$ cat src/rtl/cpu_types_pkg.sv
// ============================================================================
// Module   : cpu_types_pkg
// Brief    : Shared CPU types: machine word and instruction-cache FSM states.
// Revision : 1.0
// ============================================================================
`default_nettype none

package cpu_types_pkg;

    typedef logic [31:0] word_t;

    localparam int c_word_bytes_w = 2;

    typedef enum logic [0:0] {
        IDLE = 1'b0,
        FILL = 1'b1
    } icache_state_t;

endpackage

`default_nettype wire

$ cat src/rtl/icache_tag_array.sv
// ============================================================================
// Module   : icache_tag_array
// Brief    : Valid/tag storage with bulk flush-clear and lookup compare.
// Revision : 1.0
// ============================================================================
`default_nettype none

module icache_tag_array #(
    parameter int SETS = 16,
    parameter int IDXW = 4,
    parameter int TAGW = 25
) (
    input  logic            CLK,
    input  logic            nRST,
    input  logic            i_flush,
    input  logic [IDXW-1:0] i_rd_idx,
    input  logic [TAGW-1:0] i_rd_tag,
    output logic            o_hit,
    input  logic            i_wr_en,
    input  logic [IDXW-1:0] i_wr_idx,
    input  logic [TAGW-1:0] i_wr_tag
);

    logic [SETS-1:0] r_valid;
    logic [TAGW-1:0] r_tag [SETS];

    // Only the valid bits are reset; stale tags are harmless once invalid.
    always_ff @(posedge CLK) begin
        if (!nRST || i_flush) begin
            r_valid <= '0;
        end else if (i_wr_en) begin
            r_valid[i_wr_idx] <= 1'b1;
        end
    end

    always_ff @(posedge CLK) begin
        if (i_wr_en) begin
            r_tag[i_wr_idx] <= i_wr_tag;
        end
    end

    assign o_hit = r_valid[i_rd_idx] & (r_tag[i_rd_idx] == i_rd_tag);

endmodule

`default_nettype wire

$ cat src/rtl/icache_fill_unit.sv
// ============================================================================
// Module   : icache_fill_unit
// Brief    : Direct-mapped read-only I-cache with same-cycle hits and
//            multi-word block fills through memory_control.
// Revision : 1.0
// ============================================================================
`default_nettype none

module icache_fill_unit
    import cpu_types_pkg::*;
#(
    parameter int SETS     = 16,
    parameter int BLKWORDS = 2
) (
    input  logic  CLK,
    input  logic  nRST,
    input  logic  imemREN,
    input  word_t imemaddr,
    output logic  ihit,
    output word_t imemload,
    input  logic  iflush,
    output logic  iREN,
    output word_t iaddr,
    input  logic  iwait,
    input  word_t iload
);

    localparam int OFFW = $clog2(BLKWORDS);
    localparam int IDXW = $clog2(SETS);
    localparam int TAGW = 32 - c_word_bytes_w - OFFW - IDXW;
    localparam int CNTW = (OFFW > 0) ? OFFW : 1;
    localparam int AW   = IDXW + OFFW;

    icache_state_t   r_state, w_state_next;
    logic [CNTW-1:0] r_cnt, w_cnt_next;
    logic [TAGW-1:0] r_ftag;
    logic [IDXW-1:0] r_fidx;
    word_t           r_data [SETS*BLKWORDS];

    logic [TAGW-1:0] w_req_tag;
    logic [IDXW-1:0] w_req_idx;
    logic [AW-1:0]   w_rd_addr, w_wr_addr;
    logic            w_tag_hit, w_last, w_fill_start, w_accept, w_line_done;
    logic            w_tag_wr, w_in_fill;
    word_t           w_fill_addr;
    logic            w_unused_bits;

    assign w_req_tag     = imemaddr[31 -: TAGW];
    assign w_req_idx     = imemaddr[c_word_bytes_w+OFFW +: IDXW];
    assign w_unused_bits = ^imemaddr[c_word_bytes_w-1:0];

    generate
        if (OFFW > 0) begin : g_multi_word
            assign w_rd_addr   = {w_req_idx, imemaddr[c_word_bytes_w +: OFFW]};
            assign w_wr_addr   = {r_fidx, r_cnt};
            assign w_last      = (r_cnt == CNTW'(BLKWORDS - 1));
            assign w_fill_addr = {r_ftag, r_fidx, r_cnt, 2'b00};
        end else begin : g_single_word
            logic w_unused_cnt;
            assign w_unused_cnt = ^r_cnt;
            assign w_rd_addr    = w_req_idx;
            assign w_wr_addr    = r_fidx;
            assign w_last       = 1'b1;
            assign w_fill_addr  = {r_ftag, r_fidx, 2'b00};
        end
    endgenerate

    // Flush wins over a coincident final word so the line ends invalid.
    assign w_tag_wr = w_line_done & nRST & ~iflush;

    icache_tag_array #(
        .SETS (SETS),
        .IDXW (IDXW),
        .TAGW (TAGW)
    ) u_tags (
        .CLK      (CLK),
        .nRST     (nRST),
        .i_flush  (iflush),
        .i_rd_idx (w_req_idx),
        .i_rd_tag (w_req_tag),
        .o_hit    (w_tag_hit),
        .i_wr_en  (w_tag_wr),
        .i_wr_idx (r_fidx),
        .i_wr_tag (r_ftag)
    );

    always_ff @(posedge CLK) begin
        if (!nRST || iflush) begin
            r_state <= IDLE;
            r_cnt   <= '0;
        end else begin
            r_state <= w_state_next;
            r_cnt   <= w_cnt_next;
        end
    end

    always_comb begin
        w_state_next = r_state;
        w_cnt_next   = r_cnt;
        w_fill_start = 1'b0;
        w_accept     = 1'b0;
        w_line_done  = 1'b0;
        case (r_state)
            IDLE: begin
                if (imemREN && !w_tag_hit && !iflush) begin
                    w_state_next = FILL;
                    w_cnt_next   = '0;
                    w_fill_start = 1'b1;
                end
            end
            FILL: begin
                if (!iwait) begin
                    w_accept   = 1'b1;
                    w_cnt_next = w_last ? '0 : r_cnt + 1'b1;
                    if (w_last) begin
                        w_line_done  = 1'b1;
                        w_state_next = IDLE;
                    end
                end
            end
            default: w_state_next = IDLE;
        endcase
    end

    always_ff @(posedge CLK) begin
        if (w_fill_start) begin
            r_ftag <= w_req_tag;
            r_fidx <= w_req_idx;
        end
    end

    always_ff @(posedge CLK) begin
        if (w_accept && nRST && !iflush) begin
            r_data[w_wr_addr] <= iload;
        end
    end

    // Outputs are gated by nRST so they read zero while reset is held.
    assign w_in_fill = nRST & (r_state == FILL);
    assign iREN      = w_in_fill;
    assign iaddr     = w_in_fill ? w_fill_addr : '0;
    assign ihit      = nRST & ~iflush & imemREN & w_tag_hit & (r_state == IDLE);
    assign imemload  = ihit ? r_data[w_rd_addr] : '0;

endmodule

`default_nettype wire
$ cat config.mk
export PLATFORM = sky130hd
export DESIGN_NAME = icache_fill_unit
export DESIGN_NICKNAME = d
export VERILOG_FILES = /design/src/rtl/cpu_types_pkg.sv /design/src/rtl/icache_tag_array.sv /design/src/rtl/icache_fill_unit.sv
export SDC_FILE = /design/constraint.sdc
export NUM_CORES = 1
export LEC_CHECK = 0
export ABC_AREA = 0
export ABC_CLOCK_PERIOD_IN_PS = 5050
export BUFFER_PORTS_ARGS = -buffer_cell sky130_fd_sc_hd__buf_2
export CORE_UTILIZATION = 45
export DETAILED_ROUTE_END_ITERATION = 12
export GPL_TIMING_DRIVEN = 0
export PLACE_DENSITY = 0.64
export SLEW_MARGIN = 20
export SYNTH_ARGS = -nofsm -noshare
export SYNTH_HDL_FRONTEND = slang
export SYNTH_SLANG_ARGS = --single-unit
$ cat constraint.sdc
create_clock -name CLK -period 5.05 [get_ports CLK]
set_input_delay 0.2525 -clock CLK [delete_from_list [all_inputs] [get_ports CLK]]
set_output_delay 0.2525 -clock CLK [all_outputs]
set_load 0.005 [all_outputs]
# After elaboration in Yosys (flattened, before gate mapping)
# Memory sizes are Yosys's and may differ from the RTL's.
# Index checks and enable logic that the tools add are counted.
dict set report word_totals {
  regBits 47
  ramBits 1424
  output_inout_bits 66
  word_cells 59
  memories 2
}
dict set report classes {
  n_addsub 1
  magnitude_cmp 3
  eq_ne 3
  mux 24
  bitwise 11
  n_reduce_logical 10
}
# name depth word_bits rd rd_clocked_by_memory_dff wr line_no
set mem_list {}
lappend mem_list {r_data 32 32 1 0 1 icache_fill_unit.sv:38} ;# word_t r_data [SETS*BLKWORDS];
lappend mem_list {u_tags.r_tag 16 25 1 0 1 icache_tag_array.sv:25} ;# logic [TAGW-1:0] r_tag [SETS];
# operator n
set op_table {}
lappend op_table {{two-way mux 32 bit} 2}
lappend op_table {{equality test 25 bit} 1}
lappend op_table {{two-way mux 1 bit} 18}
lappend op_table {{OR 16 bit} 1}
lappend op_table {{less-than comparator 4 x 5 -> 1 bit, second input constant} 2}
lappend op_table {{AND 1 bit} 8}
lappend op_table {{logical AND 1 bit} 5}
lappend op_table {{binary-select mux 1 bit (select 4 bit)} 1}
lappend op_table {{demux 1 bit (select 4 bit)} 1}
lappend op_table {{greater-or-equal comparator 4 x 1 -> 1 bit, second input constant} 1}
lappend op_table {{inequality test 2 bit, second input constant} 2}
lappend op_table {{one-hot mux 1 bit (2 select lines)} 2}
lappend op_table {{logical NOT 1 bit} 3}
lappend op_table {{NOT 1 bit} 2}
lappend op_table {{AND reduction 2 bit} 1}
lappend op_table {{adder 1 bit, second input constant} 1}
lappend op_table {{logical OR 1 bit} 1}

# Longest topological paths before layout
dict set report logic_depth {
  ltp_word 8
  ltp_mapped 14
  depth_no_buf 8
}

# Modules after synthesis
# Synthesis repeated with hierarchy kept, for this count alone.
dict set report unflattened {
  cells_unflattened 2557
  area_unflattened_um2 56973.4
}
# module n_inst cells_per_inst area_per_inst_um2 seq_area_each_um2
set modules_own_cells {}
lappend modules_own_cells {icache_fill_unit 1 1789 40493.8 31660.4}
lappend modules_own_cells {icache_tag_array 1 768 16479.6 12331.8}

# Least setup slack after synthesis
# No wires, ideal clock.
dict set report synth_path {
  path_kind {input to register}
  startpoint {in imemaddr[4]}
  endpoint {reg r_fidx[0] (enable)}
  arrival_ps 3438
  slack_ps 1197
  stages 13
  n_path_buf 5
  cell_sequence {buf_6 > buf_12 > buf_12 > buf_4 > buf_4 > mux2_2 > a22oi_1 > a21oi_1 > nand3b_1 > o21ai_0 > nor4b_4 > and3_1 > nor2_1}
}
dict set report synth_via {
  elab_chain_cells 8
  elab_cells_between_ends 10
}
# item line_no
set synth_lines {}
lappend synth_lines {{from (decl)} icache_fill_unit.sv:18} ;# input word_t imemaddr,
lappend synth_lines {{memory read (16 x 25 bit) or binary-select mux 1 bit (select 4 bit) (tied branches)} n/a}
lappend synth_lines {{equality test 25 bit or two-way mux 1 bit (tied branches)} icache_tag_array.sv:42} ;# assign o_hit = r_valid[i_rd_idx] & (r_tag[i_rd_idx] == i_rd_tag);
lappend synth_lines {{AND 1 bit (*)} icache_tag_array.sv:42}
lappend synth_lines {{logical NOT 1 bit (*)} icache_fill_unit.sv:105} ;# if (imemREN && !w_tag_hit && !iflush) begin
lappend synth_lines {{logical AND 1 bit (*) (2 in a row)} icache_fill_unit.sv:105}
lappend synth_lines {{two-way mux 1 bit (*)} icache_fill_unit.sv:105}
lappend synth_lines {{two-way mux 1 bit (*)} icache_fill_unit.sv:103} ;# case (r_state)
lappend synth_lines {{named net w_fill_start} icache_fill_unit.sv:43} ;# logic w_tag_hit, w_last, w_fill_start, w_accept, w_line_done;
lappend synth_lines {{to (signal assigned)} icache_fill_unit.sv:128} ;# r_fidx <= w_req_idx;
lappend synth_lines {{to (decl)} icache_fill_unit.sv:37} ;# logic [IDXW-1:0] r_fidx;
# Mark *: on every way through the listed nets, which the timed path passes. The rest lies on a longest branch. The select of a mux whose other input is x is not followed.
# A chain may end at the register's enable or synchronous reset.

# Worst setup path in the final report
dict set report layout_path {
  startpoint {in imemaddr[4]}
  endpoint {out imemload[4]}
}
dict set report layout_via {
  elab_chain_cells 6
  elab_cells_between_ends 9
}
# item line_no
set layout_lines {}
lappend layout_lines {{memory read (16 x 25 bit) or binary-select mux 1 bit (select 4 bit) (tied branches)} n/a}
lappend layout_lines {{equality test 25 bit or two-way mux 1 bit (tied branches)} icache_tag_array.sv:42}
lappend layout_lines {{AND 1 bit} icache_tag_array.sv:42}
lappend layout_lines {{AND 1 bit (2 in a row)} icache_fill_unit.sv:142} ;# assign ihit = nRST & ~iflush & imemREN & w_tag_hit & (r_state == IDLE);
lappend layout_lines {{two-way mux 32 bit (*)} icache_fill_unit.sv:143} ;# assign imemload = ihit ? r_data[w_rd_addr] : '0;
lappend layout_lines {{to (decl)} icache_fill_unit.sv:20} ;# output word_t imemload,
# Every way passes the cells marked *; elsewhere a longest branch is shown, timed or not. The select of a mux whose other input is x is not followed.

==> results_dict.tcl <==
set metrics [dict create \
    critPathKind "in2out" \
    via_per_inst 6.07 \
    clock-sinks 1471 \
    clk_path_buf_depth 3 \
    antenna_cells 0 \
    r2r_setup_slack_ns 1.44 \
    hold_viol_final 0 \
    grt_use_total_pct 23.4 \
    layout.cells.non_filler 4617 \
    power.density_nw_per_um2 377 \
    dr.first_iter.drc_count 3766 \
    grt_pass1_wl_um 208000 \
    synth_top_area_share_pct 76.7 \
    yosysUniqueCellTypes 64 \
    synth_area_um2 56900 \
    ys_seq_elements 1471 \
    synth_area_leaders "edfxtp_1 77%, mux4_2 15%, mux2i_1 1.9%" \
    cp_data_required_time_ns 4.80 \
    slew_viol_final 0 \
    io_pins 135 \
    cts-buffers-inserted 148 \
    whs_ns 0.0661 \
    dp_cells 4290 \
    final_antenna_net_count 0 \
    nets 2923 \
    rsz0062_at_grt "no" \
    root_buffer "clkbuf_16" \
    clock_latency_ns 0.78 \
    mostFrequentLayoutCells "1453 x edfxtp_1, 390 x mux4_2, 154 x clkbuf_16" \
    setup_violations 0 \
    cts_tree "done" \
    stdcell_area_um2 67400 \
    tightest_slew_ns 1.18 \
    antenna_found_initial 3 \
    grt_max_degree 33 \
    slew_headroom_pct 21.5 \
    timing.max_cap.violations 0 \
    power.leakage_nw 21.6 \
    period_needed_ns 4.96 \
    routed_wl_um 148000 \
    synth_edf_count 1453 \
    drc 0 \
    num_rows 130 \
    end_kind "primary output" \
    cp-start-kind "input pin" \
    syn_inst 2427 \
    yosysSeqAreaShare_pct 77.3 \
    start_util_pct 45.3 \
    first_pass_iters 5 \
    io_buffers 129 \
    die_w_um 358 \
    grt_overflow 0 \
    grt_pass1_vias 28800 \
    vias 28000 \
    run_status "completed" \
    fmax_mhz 201 \
    path_clk_slew_ns 0.05 \
    postCtsSetupBuffers 0 \
    hp-class "in2reg" \
    arrival_ns 4.71 \
    layout_commonest_cell "edfxtp_1" \
    gp_congestion 0.825 \
    dieArea_um2 128000 \
    ys.warnings.count 0 \
    avgRoutedWirePerCell_um 32.0 \
    avgSynthCellArea_um2 23.4 \
    period_share_pct 98.3 \
    hpwlAfterDp_um 96400 \
    htree_num_levels 4 \
    report.power.total_mw 25.4 \
    crit_path_max_fanout 10 \
    drive_above_1_share_pct 32.9 \
    placed_area_um2 62000 \
    synth_top_area_cell "edfxtp_1" \
    area_delta_synth_final_pct 18.5 \
    coreArea_um2 126000 \
    ys_async_sr_fraction_pct 0 \
    synthFlopType "edfxtp_1" \
    die_y_um 358 \
    fin_skew_ns 0.0295 \
    ir_drop_mv 0.339 \
]
## Yosys cell counts, drive strengths merged, types with 3 or more instances
master	number
mux2i	108
xnor2	19
mux4	399
nand2b	5
or3	3
nand2	19
inv	5
mux2	9
nand4	6
a221oi	6
edfxtp	1453
a22oi	19
o21a	16
nand4b	3
and3	32
nor2	90
nor2b	9
nand3	12
nand3b	4
dfxtp	18
clkbuf	71
a21oi	4
xor2	12
buf	60
o21ai	6
a22o	4
and2	5
## area by class of cell
| cell class | instances | area [µm²] |
|---|---|---|
| Buffer | 130 | 741 |
| Clock buffer | 193 | 4020 |
| Clock inverter | 70 | 702 |
| Fill cell | 9360 | 58200 |
| Inverter | 5 | 18.8 |
| Multi-Input combinational cell | 821 | 12500 |
| Sequential cell | 1471 | 44000 |
| Tap cell | 1650 | 2060 |
| Timing Repair Buffer | 277 | 3340 |
## critical path: stages
cell,delay [ns]
buf_2,0.13
buf_6,0.15
buf_12,0.15
buf_6,0.21
buf_2,0.49
buf_2,0.49
buf_2,0.42
clkbuf_2,0.51
clkbuf_1,0.74
mux4_2,0.43
mux2i_1,0.51
nor2_2,0.05
buf_2,0.14
## path summary, 6_finish.rpt
check / start / to / depth (start not counted)
setup / recovery: imemaddr[4] / imemload[4] / 13
hold / removal: iwait / r_cnt / 5
setup reg to reg: u_tags.r_tag[15][5] / r_state / 9
hold reg to reg: u_tags.r_valid[12] / u_tags.r_valid[12] / 1
## stage by stage
| stage | util (%) | setup TNS [ns] | setup WS, ns |
|---|---|---|---|
| 6_report | 53.7 | 0 | 0.0867 |
| 5_1_grt | 53.7 | 0 | 0.00345 |
| 4_1_cts | 53.7 | 0 | 0.0479 |
| 3_5_place_dp | 49.4 | -5.08 | -0.391 |
| 3_3_place_gp | 47.5 | -172.18 | -1.44 |
| 2_1_floorplan | - | 0 | 1.20 |
## state kept, by name, indices dropped and copies added, names as in the netlist
| register | count |
|---|---|
| r_cnt | 1 |
| r_data | 1024 |
| r_fidx | 4 |
| r_ftag | 25 |
| r_state | 1 |
| u_tags.r_tag | 400 |
| u_tags.r_valid | 16 |
## layer usage
layer | vias to the layer above | routed length (µm) | GRT usage, %
li1 | 11200 | - | -
met4 | 2 | 4290 | 7.44
met2 | 1484 | 72400 | 37.9
met1 | 15000 | 58200 | 31.8
met3 | 272 | 12700 | 5.03
met5 | - | 13 | 0
## power by group
part | switching (mW) | internal, mW | total, mW | leakage [nW]
logic | 0.690 | 0.496 | 1.19 | 6.15
registers | 0.0391 | 13.4 | 13.5 | 13.2
clock network | 4.54 | 6.23 | 10.8 | 2.29
total | 5.27 | 20.1 | 25.4 | 21.6
## kinds of logic (layout without fill, tap and decap cells)
logic type | Yosys count | in the layout | synth area share [%]
mux | 516 | 516 | 17.9
other cells | 1 | 2 | 0.00659
xor+xnor | 31 | 31 | 0.491
flops | 1471 | 1471 | 77.3
buf+inv | 136 | 675 | 1.28
compound gates | 73 | 73 | 0.994
simple gates | 199 | 199 | 1.96
## repair_timing
item / in CTS / in global routing
gates resized for setup: 4 / 4
hold buffers: 65 / 0
endpoints found under the hold margin: 1026 / 0
endpoints found under the setup margin: 33 / 4
(Power assumes the default switching activity.)
